===== src/rtl/mc_rf_timer_pkg.sv =====
// mc_pkg: shared definitions for the memory-controller refresh timer.
//   mc_rf_state_e    : timer state (DIS = disabled, RUN = counting, HOLD = period is zero)
//   MC_RF_MAX_PEND   : default saturation level of the pending-refresh count
//   MC_RF_URGENT_TH  : default pending level at which refresh becomes urgent
package mc_pkg;

   typedef enum logic [1:0] {
      DIS  = 2'd0,
      RUN  = 2'd1,
      HOLD = 2'd2
   } mc_rf_state_e;

   localparam int MC_RF_MAX_PEND  = 8;
   localparam int MC_RF_URGENT_TH = 4;

endpackage


===== src/rtl/mc_rf_period_cnt.sv =====
// mc_rf_period_cnt: loadable refresh-period down-counter.
//   clk, rst_n : clock, asynchronous active-low reset
//   load       : cnt <= load_val, no tick this cycle (wins over en)
//   en         : count this cycle; at cnt <= 1 reload from load_val and tick
//   load_val   : reload / load value (the selected period)
//   tick       : one-cycle strobe, one refresh interval elapsed
module mc_rf_period_cnt
   import mc_pkg::*;
#(
   parameter int CNT_WIDTH = 25
) (
   input  logic                 clk,
   input  logic                 rst_n,
   input  logic                 load,
   input  logic                 en,
   input  logic [CNT_WIDTH-1:0] load_val,
   output logic                 tick
);

   logic [CNT_WIDTH-1:0] cnt;

   assign tick = en && !load && (cnt <= CNT_WIDTH'(1));

   always_ff @(posedge clk or negedge rst_n) begin
      if (!rst_n)
         cnt <= '0;
      else if (load)
         cnt <= load_val;
      else if (en)
         cnt <= tick ? load_val : cnt - 1'b1;
   end

endmodule


===== src/rtl/mc_rf_timer.sv =====
// mc_rf_timer: refresh-interval timer. Ticks every selected period while
// enabled, accumulates ticks as pending refreshes, drains them on rf_ack.
//   apb_pclk, apb_prst_n : clock, asynchronous active-low reset
//   mc_en                : controller enable
//   array_rf_period_0/1  : refresh periods in cycles; array_rf_period_sel picks one
//   rf_ack               : one refresh issued by the scheduler
//   rf_req               : at least one refresh pending
//   rf_urgent            : pending >= URGENT_TH
//   rf_pending           : outstanding refresh count (saturates at MAX_PEND)
//   rf_overflow          : sticky, a tick arrived while pending was saturated
module mc_rf_timer
   import mc_pkg::*;
#(
   parameter int CNT_WIDTH  = 25,
   parameter int PEND_WIDTH = 4,
   parameter int MAX_PEND   = MC_RF_MAX_PEND,
   parameter int URGENT_TH  = MC_RF_URGENT_TH
) (
   input  logic                  apb_pclk,
   input  logic                  apb_prst_n,
   input  logic                  mc_en,
   input  logic [CNT_WIDTH-1:0]  array_rf_period_0,
   input  logic [CNT_WIDTH-1:0]  array_rf_period_1,
   input  logic                  array_rf_period_sel,
   input  logic                  rf_ack,
   output logic                  rf_req,
   output logic                  rf_urgent,
   output logic [PEND_WIDTH-1:0] rf_pending,
   output logic                  rf_overflow
);

   mc_rf_state_e          state, state_nxt;
   logic [CNT_WIDTH-1:0]  period, load_val;
   logic                  sel_q, sel_tgl, p_zero;
   logic                  start, load, cnt_en, cnt_tick, tick, ack_ok;
   logic [PEND_WIDTH-1:0] pending;
   logic                  overflow;

   assign period  = array_rf_period_sel ? array_rf_period_1 : array_rf_period_0;
   assign p_zero  = (period == '0);
   assign sel_tgl = array_rf_period_sel ^ sel_q;

   always_comb begin
      state_nxt = state;
      load      = 1'b0;
      cnt_en    = 1'b0;
      start     = 1'b0;
      if (!mc_en) begin
         state_nxt = DIS;
         load      = 1'b1;
      end else begin
         case (state)
            DIS: begin
               if (p_zero)
                  state_nxt = HOLD;
               else begin
                  state_nxt = RUN;
                  load      = 1'b1;
                  start     = 1'b1;
               end
            end
            RUN: begin
               if (p_zero)
                  state_nxt = HOLD;
               else if (sel_tgl)
                  load = 1'b1;
               else
                  cnt_en = 1'b1;
            end
            HOLD: begin
               if (!p_zero) begin
                  state_nxt = RUN;
                  load      = 1'b1;
               end
            end
            default: state_nxt = DIS;
         endcase
      end
   end

   // The enabling edge already counts as the first cycle of the period, so
   // the first tick lands on the P-th enabled edge: start loads P-1, and
   // for P=1 the tick is issued on the enabling edge itself.
   assign load_val = (start && period > CNT_WIDTH'(1)) ? period - 1'b1 : period;
   assign tick     = cnt_tick || (start && period == CNT_WIDTH'(1));
   assign ack_ok   = rf_ack && (pending != '0);

   mc_rf_period_cnt #(.CNT_WIDTH(CNT_WIDTH)) u_cnt (
      .clk      (apb_pclk),
      .rst_n    (apb_prst_n),
      .load     (load),
      .en       (cnt_en),
      .load_val (load_val),
      .tick     (cnt_tick)
   );

   always_ff @(posedge apb_pclk or negedge apb_prst_n) begin
      if (!apb_prst_n) begin
         state <= DIS;
         sel_q <= 1'b0;
      end else begin
         state <= state_nxt;
         sel_q <= array_rf_period_sel;
      end
   end

   always_ff @(posedge apb_pclk or negedge apb_prst_n) begin
      if (!apb_prst_n) begin
         pending  <= '0;
         overflow <= 1'b0;
      end else if (!mc_en) begin
         pending  <= '0;
         overflow <= 1'b0;
      end else if (tick && !ack_ok) begin
         if (pending == PEND_WIDTH'(MAX_PEND))
            overflow <= 1'b1;
         else
            pending <= pending + 1'b1;
      end else if (ack_ok && !tick) begin
         pending <= pending - 1'b1;
      end
   end

   assign rf_pending  = pending;
   assign rf_req      = (pending != '0);
   assign rf_urgent   = (pending >= PEND_WIDTH'(URGENT_TH));
   assign rf_overflow = overflow;

endmodule


===== config.mk =====
export PLATFORM = sky130hd
export DESIGN_NAME = mc_rf_timer
export DESIGN_NICKNAME = d
export VERILOG_FILES = /design/src/rtl/mc_rf_timer_pkg.sv /design/src/rtl/mc_rf_period_cnt.sv /design/src/rtl/mc_rf_timer.sv
export SDC_FILE = /design/constraint.sdc
export NUM_CORES = 1
export LEC_CHECK = 0
export ABC_AREA = 1
export CORE_ASPECT_RATIO = 0.7
export CORE_MARGIN = 5
export CORE_UTILIZATION = 54
export DETAILED_ROUTE_END_ITERATION = 7
export DONT_BUFFER_PORTS = 1
export HOLD_SLACK_MARGIN = 0.03
export PLACE_DENSITY = 0.72
export REMOVE_ABC_BUFFERS = 1
export SYNTH_ARGS = -nofsm -noshare
export SYNTH_HDL_FRONTEND = slang
export SYNTH_SLANG_ARGS = --single-unit

===== constraint.sdc =====
create_clock -name apb_pclk -period 2.7 [get_ports apb_pclk]
set_input_delay 0.54 -clock apb_pclk [delete_from_list [all_inputs] [get_ports apb_pclk]]
set_output_delay 0.54 -clock apb_pclk [all_outputs]
set_load 0.02 [all_outputs]

# [Yosys cells after proc, flatten, opt, wreduce, memory -nomap -nowiden]
# Cells that the tools add are included.
[classes] addsub=4 order_cmp=3 n_eq_ne=10 n_mux=28 bitwise_logic=1 reduce_logical=19
[op_table] op="$mux W25" count=5
[op_table] op="$sub A25 B1 Y25 const B" count=2
[op_table] op="$eq A25 B1 Y1 const B" count=1
[op_table] op="$gt A25 B1 Y1 const B" count=1
[op_table] op="$le A25 B1 Y1 const B" count=1
[op_table] op="$logic_not A25 Y1" count=1
[op_table] op="$mux W4" count=4
[op_table] op="$mux W1" count=13
[op_table] op="$ne A3 B3 Y1 const B" count=3
[op_table] op="$mux W2" count=4
[op_table] op="$logic_and A1 B1 Y1" count=7
[op_table] op="$pmux W2 S3" count=1
[op_table] op="$reduce_and A2 Y1" count=3
[op_table] op="$add A4 B1 Y4 const B" count=1
[op_table] op="$eq A4 B4 Y1 const B" count=1
[op_table] op="$ge A4 B3 Y1 const B" count=1
[op_table] op="$ne A2 B1 Y1 const B" count=2
[op_table] op="$reduce_bool A4 Y1" count=1
[op_table] op="$sub A4 B1 Y4 const B" count=1
[op_table] op="$logic_not A1 Y1" count=3
[op_table] op="$ne A3 B1 Y1 const B" count=1
[op_table] op="$eq A2 B1 Y1 const B" count=1
[op_table] op="$eq A2 B2 Y1 const B" count=1
[op_table] op="$logic_not A2 Y1" count=1
[op_table] op="other kinds (5)" count=5
[word_totals] register_bits=33 inputBits=55

# [Longest topological paths before layout]
[depth] word_depth=14 ltp_mapped=25 depth_no_buf=24

# [By module]
# Synthesis repeated with hierarchy kept, for this count alone.
[unflattened] hier_cells=718 hier_area_um2=4202.8
[by_module_without_submodules] module="mc_rf_period_cnt" n_inst=1 cells_per_inst=359 area_each_um2=2319.7
[by_module_without_submodules] module="mc_rf_timer" n_inst=1 cells_per_inst=359 area_each_um2=1883.1

# [Worst setup path before layout]
# No wires, ideal clock.
[synth_path] kind="input -> register" startpoint="input port array_rf_period_sel" endpoint="register pending[3] (netlist: rf_pending[3])" arrival_time_ns=3.038 slack_ns=-0.456 path_stages=25 path_buffers=1 path_cell_list="inv_2 buf_6 nand2_1 nand2_2 inv_1 ha_1 inv_1 nor2_2 nand2_1 nor2_2 nand2_4 nand2_1 inv_2 nand3_1 o22ai_1 nand2_1 ha_1 a21oi_1 nand2_1 xor2_1 nand3b_1 nand2_1 inv_1 nand2_1 nand2_1"
[synth_between] elab_chain_cells=13 elab_cells_between_ends=28 cone_classes="eq/ne: 3; mux: 14; bitwise: 1; reduce/logical: 10"
[synth_rtl] item="start, declared" line_no="mc_rf_timer.sv:24" source="input logic array_rf_period_sel,"
[synth_rtl] item="$mux W25 or $xor A1 B1 Y1 (tied branches)" line_no="mc_rf_timer.sv:39, mc_rf_timer.sv:41"
[synth_rtl] item="$logic_not A25 Y1 or $mux W1 (tied branches)" line_no="mc_rf_timer.sv:40, mc_rf_timer.sv:65"
[synth_rtl] item="$mux W1 (on tied branches)" line_no="mc_rf_timer.sv:54, mc_rf_timer.sv:71, mc_rf_timer.sv:63"
[synth_rtl] item="$pmux W1 S2" line_no="mc_rf_timer.sv:52" source="case (state)"
[synth_rtl] item="$mux W1" line_no="mc_rf_timer.sv:48" source="if (!mc_en) begin"
[synth_rtl] item="$logic_not A1 Y1" line_no="mc_rf_period_cnt.sv:22" source="assign tick = en && !load && (cnt <= CNT_WIDTH'(1));"
[synth_rtl] item="$logic_and A1 B1 Y1 (2 in series)" line_no="mc_rf_period_cnt.sv:22"
[synth_rtl] item="$logic_or A1 B1 Y1 (*)" line_no="mc_rf_timer.sv:85" source="assign tick = cnt_tick || (start && period == CNT_WIDTH'(1));"
[synth_rtl] item="$logic_not A1 Y1" line_no="mc_rf_timer.sv:119" source="end else if (ack_ok && !tick) begin"
[synth_rtl] item="$logic_and A1 B1 Y1" line_no="mc_rf_timer.sv:119"
[synth_rtl] item="$ne A3 B1 Y1 (no source line)"
[synth_rtl] item="$reduce_and A2 Y1 (no source line)"
[synth_rtl] item="end signal, assigned" line_no="mc_rf_timer.sv:118" source="pending <= pending + 1'b1;"
[synth_rtl] item="end signal, assigned" line_no="mc_rf_timer.sv:120" source="pending <= pending - 1'b1;"
[synth_rtl] item="end, declared" line_no="mc_rf_timer.sv:36" source="logic [PEND_WIDTH-1:0] pending;"
# Every way passes the cells marked *; elsewhere a longest branch is shown, timed or not.
# A chain may end at the register's enable or synchronous reset.

# [Worst setup path after layout]
[layout_path] startpoint="register u_cnt.cnt[4]" endpoint="register pending[3] (netlist: rf_pending[3])"
[layout_between] elab_chain_cells=7 elab_cells_between_ends=11 cone_classes="order compare: 1; eq/ne: 2; mux: 2; reduce/logical: 6"
[layout_rtl] item="start, declared" line_no="mc_rf_period_cnt.sv:20" source="logic [CNT_WIDTH-1:0] cnt;"
[layout_rtl] item="start signal, assigned" line_no="mc_rf_period_cnt.sv:28" source="cnt <= load_val;"
[layout_rtl] item="start signal, assigned" line_no="mc_rf_period_cnt.sv:30" source="cnt <= tick ? load_val : cnt - 1'b1;"
[layout_rtl] item="$le A25 B1 Y1 (*)" line_no="mc_rf_period_cnt.sv:22"
[layout_rtl] item="$logic_and A1 B1 Y1 (*)" line_no="mc_rf_period_cnt.sv:22"
[layout_rtl] item="$logic_or A1 B1 Y1 (*)" line_no="mc_rf_timer.sv:85"
[layout_rtl] item="$logic_not A1 Y1" line_no="mc_rf_timer.sv:119"
[layout_rtl] item="$logic_and A1 B1 Y1" line_no="mc_rf_timer.sv:119"
[layout_rtl] item="$ne A3 B1 Y1 (no source line)"
[layout_rtl] item="$reduce_and A2 Y1 (no source line)"
# Marks and branches as above.

==> flow_metrics.py <==
metrics = {
    "layout": {
        "num_antenna_cells": 0,
        "postLayoutCoreUtil": 0.723,
        "nets": 829,
        "area_delta_synth_final_pct": 29.0,
        "final_cell_mix": "nand2_1 (220), buf_4 (118), inv_1 (86)",
        "final_common_cell": "nand2_1",
        "fillers": 621,
        "drive_gt1_frac": 0.236,
    },
    "sta": {
        "layout_min_cycle_time_ns": 2.69,
        "slew_headroom": 0.641,
        "fin_crit_sh": 0.997,
        "hold_viol_final": 0,
        "fin_tns_setup_ns": 0,
        "tightest_slew_ns": 0.537,
        "finalSetupViolCount": 0,
        "fin_skew_ns": 0.0105,
        "whs_ns": 0.0756,
        "rsz0062_at_grt": "true",
        "drv_slew": 0,
        "max_freq_mhz": 371,
    },
    "floorplanning": {
        "die-area_um2": 8930,
        "core_area_um2": 6850,
        "initial_core_util": 0.561,
        "die_h_um": 80.6,
        "num_io_pins": 62,
        "die_w_um": 111,
        "num_rows": 25,
    },
    "route": {
        "drt-total-wl_mm": 11.9,
        "routedWlPerCell_um": 13.8,
        "drt_iter0_drc": 330,
        "num_vias": 4522,
        "drtPass1Iterations": 7,
        "via_per_inst": 5.25,
        "drc": 0,
        "drtAntennaViolNets": 0,
    },
    "clock_tree": {
        "clock_path_buffers": 2,
        "cts_tree": "built",
        "ctsHtreeMaxLevel": 2,
        "clk_latency_ns": 0.29,
        "cts_root_buf": "clkbuf_8",
        "cts.clk_slew.worst_paths_ns": 0.08,
        "cts_buffers": 5,
        "clkSinkCount": 33,
    },
    "power_and_ir_drop": {
        "power_leakage_nw": 2.61,
        "ir_drop_mv": 0.241,
        "power.density_nw_per_um2": 342,
        "finalPower_mw": 1.69,
    },
    "synthesis": {
        "yosys.area.top_type": "nand2_1",
        "synth_area_um2": 3840,
        "yosys_warnings": 0,
        "netlist_instances": 653,
        "async_reset_ff_frac": 1.00,
        "synthFlopType": "dfrtp_1",
        "ys_top_cells_by_area": "nand2_1 (22%), dfrtp_1 (21%), inv_1 (8.6%)",
        "yosysTopAreaCellShare": 0.220,
        "synth_edf_count": 0,
        "ys_types": 40,
        "ys_seq_elements": 33,
        "yosysSeqAreaShare": 0.215,
        "avgSynthCellArea_um2": 5.88,
    },
    "critical_path": {
        "crit_required_ns": 2.88,
        "start_kind": "register",
        "cp_slowest_cell": "dfrtp_1",
        "cp_top_family": "simple AND/OR/NAND/NOR gates",
        "endpoint_kind": "register",
        "path_buf_inv": 3,
        "crit_arrival_ns": 2.87,
        "r2r_end": "rf_pending[3]$_DFFE_PN0P_",
        "reg2reg_depth": 19,
        "crit_top_cell": "nand2_1",
        "crit_type": "register to register",
        "crit-reg2reg-launch": "u_cnt.cnt[4]$_DFFE_PN0P_",
        "cp_cell_sequence": "nor2_2 -> nand4_1 -> nor2_2 -> inv_2 -> nor3_4 -> nand3_2 -> nand2_2 -> inv_2 -> o22ai_2 -> nand2_2 -> ha_4 -> a21oi_2 -> nand2_1 -> xor2_1 -> nand3b_1 -> nand2_1 -> inv_1 -> nand2_1 -> nand2_1",
        "cp_max_fo": 3,
        "r2r_slack_ns": 0.007,
        "cp_slowest_stage_delay_ns": 0.41,
        "cp-startpoint": "u_cnt.cnt[4]$_DFFE_PN0P_",
    },
    "global_routing": {
        "grt_max_degree": 35,
        "overflow": 0,
        "grt_usage": 0.269,
        "grt_pass1_vias": 4357,
        "grt_pass1_wl_mm": 19.7,
        "antenna_found_initial": 0,
    },
    "place": {
        "portBuffers": 0,
        "dp_hpwl_mm": 9.43,
        "gp_congestion": 0.973,
    },
    "flow_run": {
        "maxCapViolations": 0,
    },
    "worst_hold_path": {
        "hp-class": "input pin to async pin",
    },
    "outcome": {
        "status": "complete, no violations",
    },
}
per-layer routing:
| layer | vias to the layer above | GRT usage | part of all wire |
|---|---|---|---|
| li1 | 2254 | - | - |
| met3 | 18 | 0.0459 | 0.064 |
| met5 | - | 0 | 0 |
| met1 | 2092 | 0.355 | 0.47 |
| met2 | 158 | 0.464 | 0.45 |
| met4 | 0 | 0.0615 | 0.017 |
synth_stat cells (3+ instances only):
cell	count
a21oi_1	9
inv_2	7
o21ai_0	14
buf_4	4
buf_2	5
inv_1	88
nand2_2	8
xnor2_1	10
dfrtp_1	33
nor3_1	8
nand4_1	8
nand2_1	225
o21ai_1	32
o211ai_1	3
nand2_4	3
xor2_1	29
a21oi_2	3
nor2_1	85
nand3_1	38
nor2_2	3
o21ai_2	3
or2_2	3
buf_6	6
ha_1	6
sequential cells by signal (all words and copies together), names as in the netlist:
| name | count |
|---|---|
| rf_overflow | 1 |
| u_cnt.cnt | 25 |
| sel_q | 1 |
| rf_pending | 4 |
| state | 2 |
worst max-delay path by stage:
stage / endpoint / slack [ns] / cells past startpoint
after CTS: rf_pending[3]$_DFFE_PN0P_ / -0.11 / 19
after global routing: rf_pending[3]$_DFFE_PN0P_ / -0.21 / 23
after detailed placement: rf_pending[3]$_DFFE_PN0P_ / -0.39 / 19
after global placement: rf_pending[3]$_DFFE_PN0P_ / -0.25 / 24
after floorplan: rf_pending[3]$_DFFE_PN0P_ / -0.51 / 24
final: rf_pending[3]$_DFFE_PN0P_ / 0.007 / 19
where the power goes:
group | total, mW | internal (mW) | switching [mW]
clock network | 0.394 | 0.203 | 0.191
logic | 0.699 | 0.319 | 0.380
registers | 0.600 | 0.553 | 0.0471
total | 1.69 | 1.07 | 0.618
final cells by class:
class                           instances  area [um2]  share of cell area
Multi-Input combinational cell        509        2600               0.525
Timing Repair Buffer                  122         966               0.195
Sequential cell                        33         826               0.167
Inverter                               96         360              0.0727
Tap cell                               94         118              0.0237
Clock buffer                            7        86.3              0.0174
cells by family after synthesis:
kind of cell	after synthesis	share of synthesized area
buffers and inverters	111	0.126
xor gates and xnor gates	39	0.0889
DFF	33	0.215
and+or+nand+nor	392	0.439
AOI/OAI and AO/OA	71	0.106
adders and majority gates	7	0.0247
through the flow:
| step | setup WS [ns] | instance area (um2) | std cells |
|---|---|---|---|
| finish | 0.00702 | 4960 | 861 |
| floorplan | -0.513 | 3720 | 638 |
| detailed placement | -0.387 | 4700 | 842 |
| global placement | -0.249 | 4700 | 842 |
| global route | -0.207 | 4960 | 861 |
| CTS | -0.107 | 4890 | 856 |
what timing repair did:
item / 4_1_cts / 5_1_grt
buffers inserted: 6 / 5
gates resized for setup: 9 / 9
hold buffers: 1 / 0
pin swaps: 11 / 11
endpoints found under the setup margin: 2 / 3
hold endpoints to repair: 33 / 0
(Power assumes the default switching activity.)
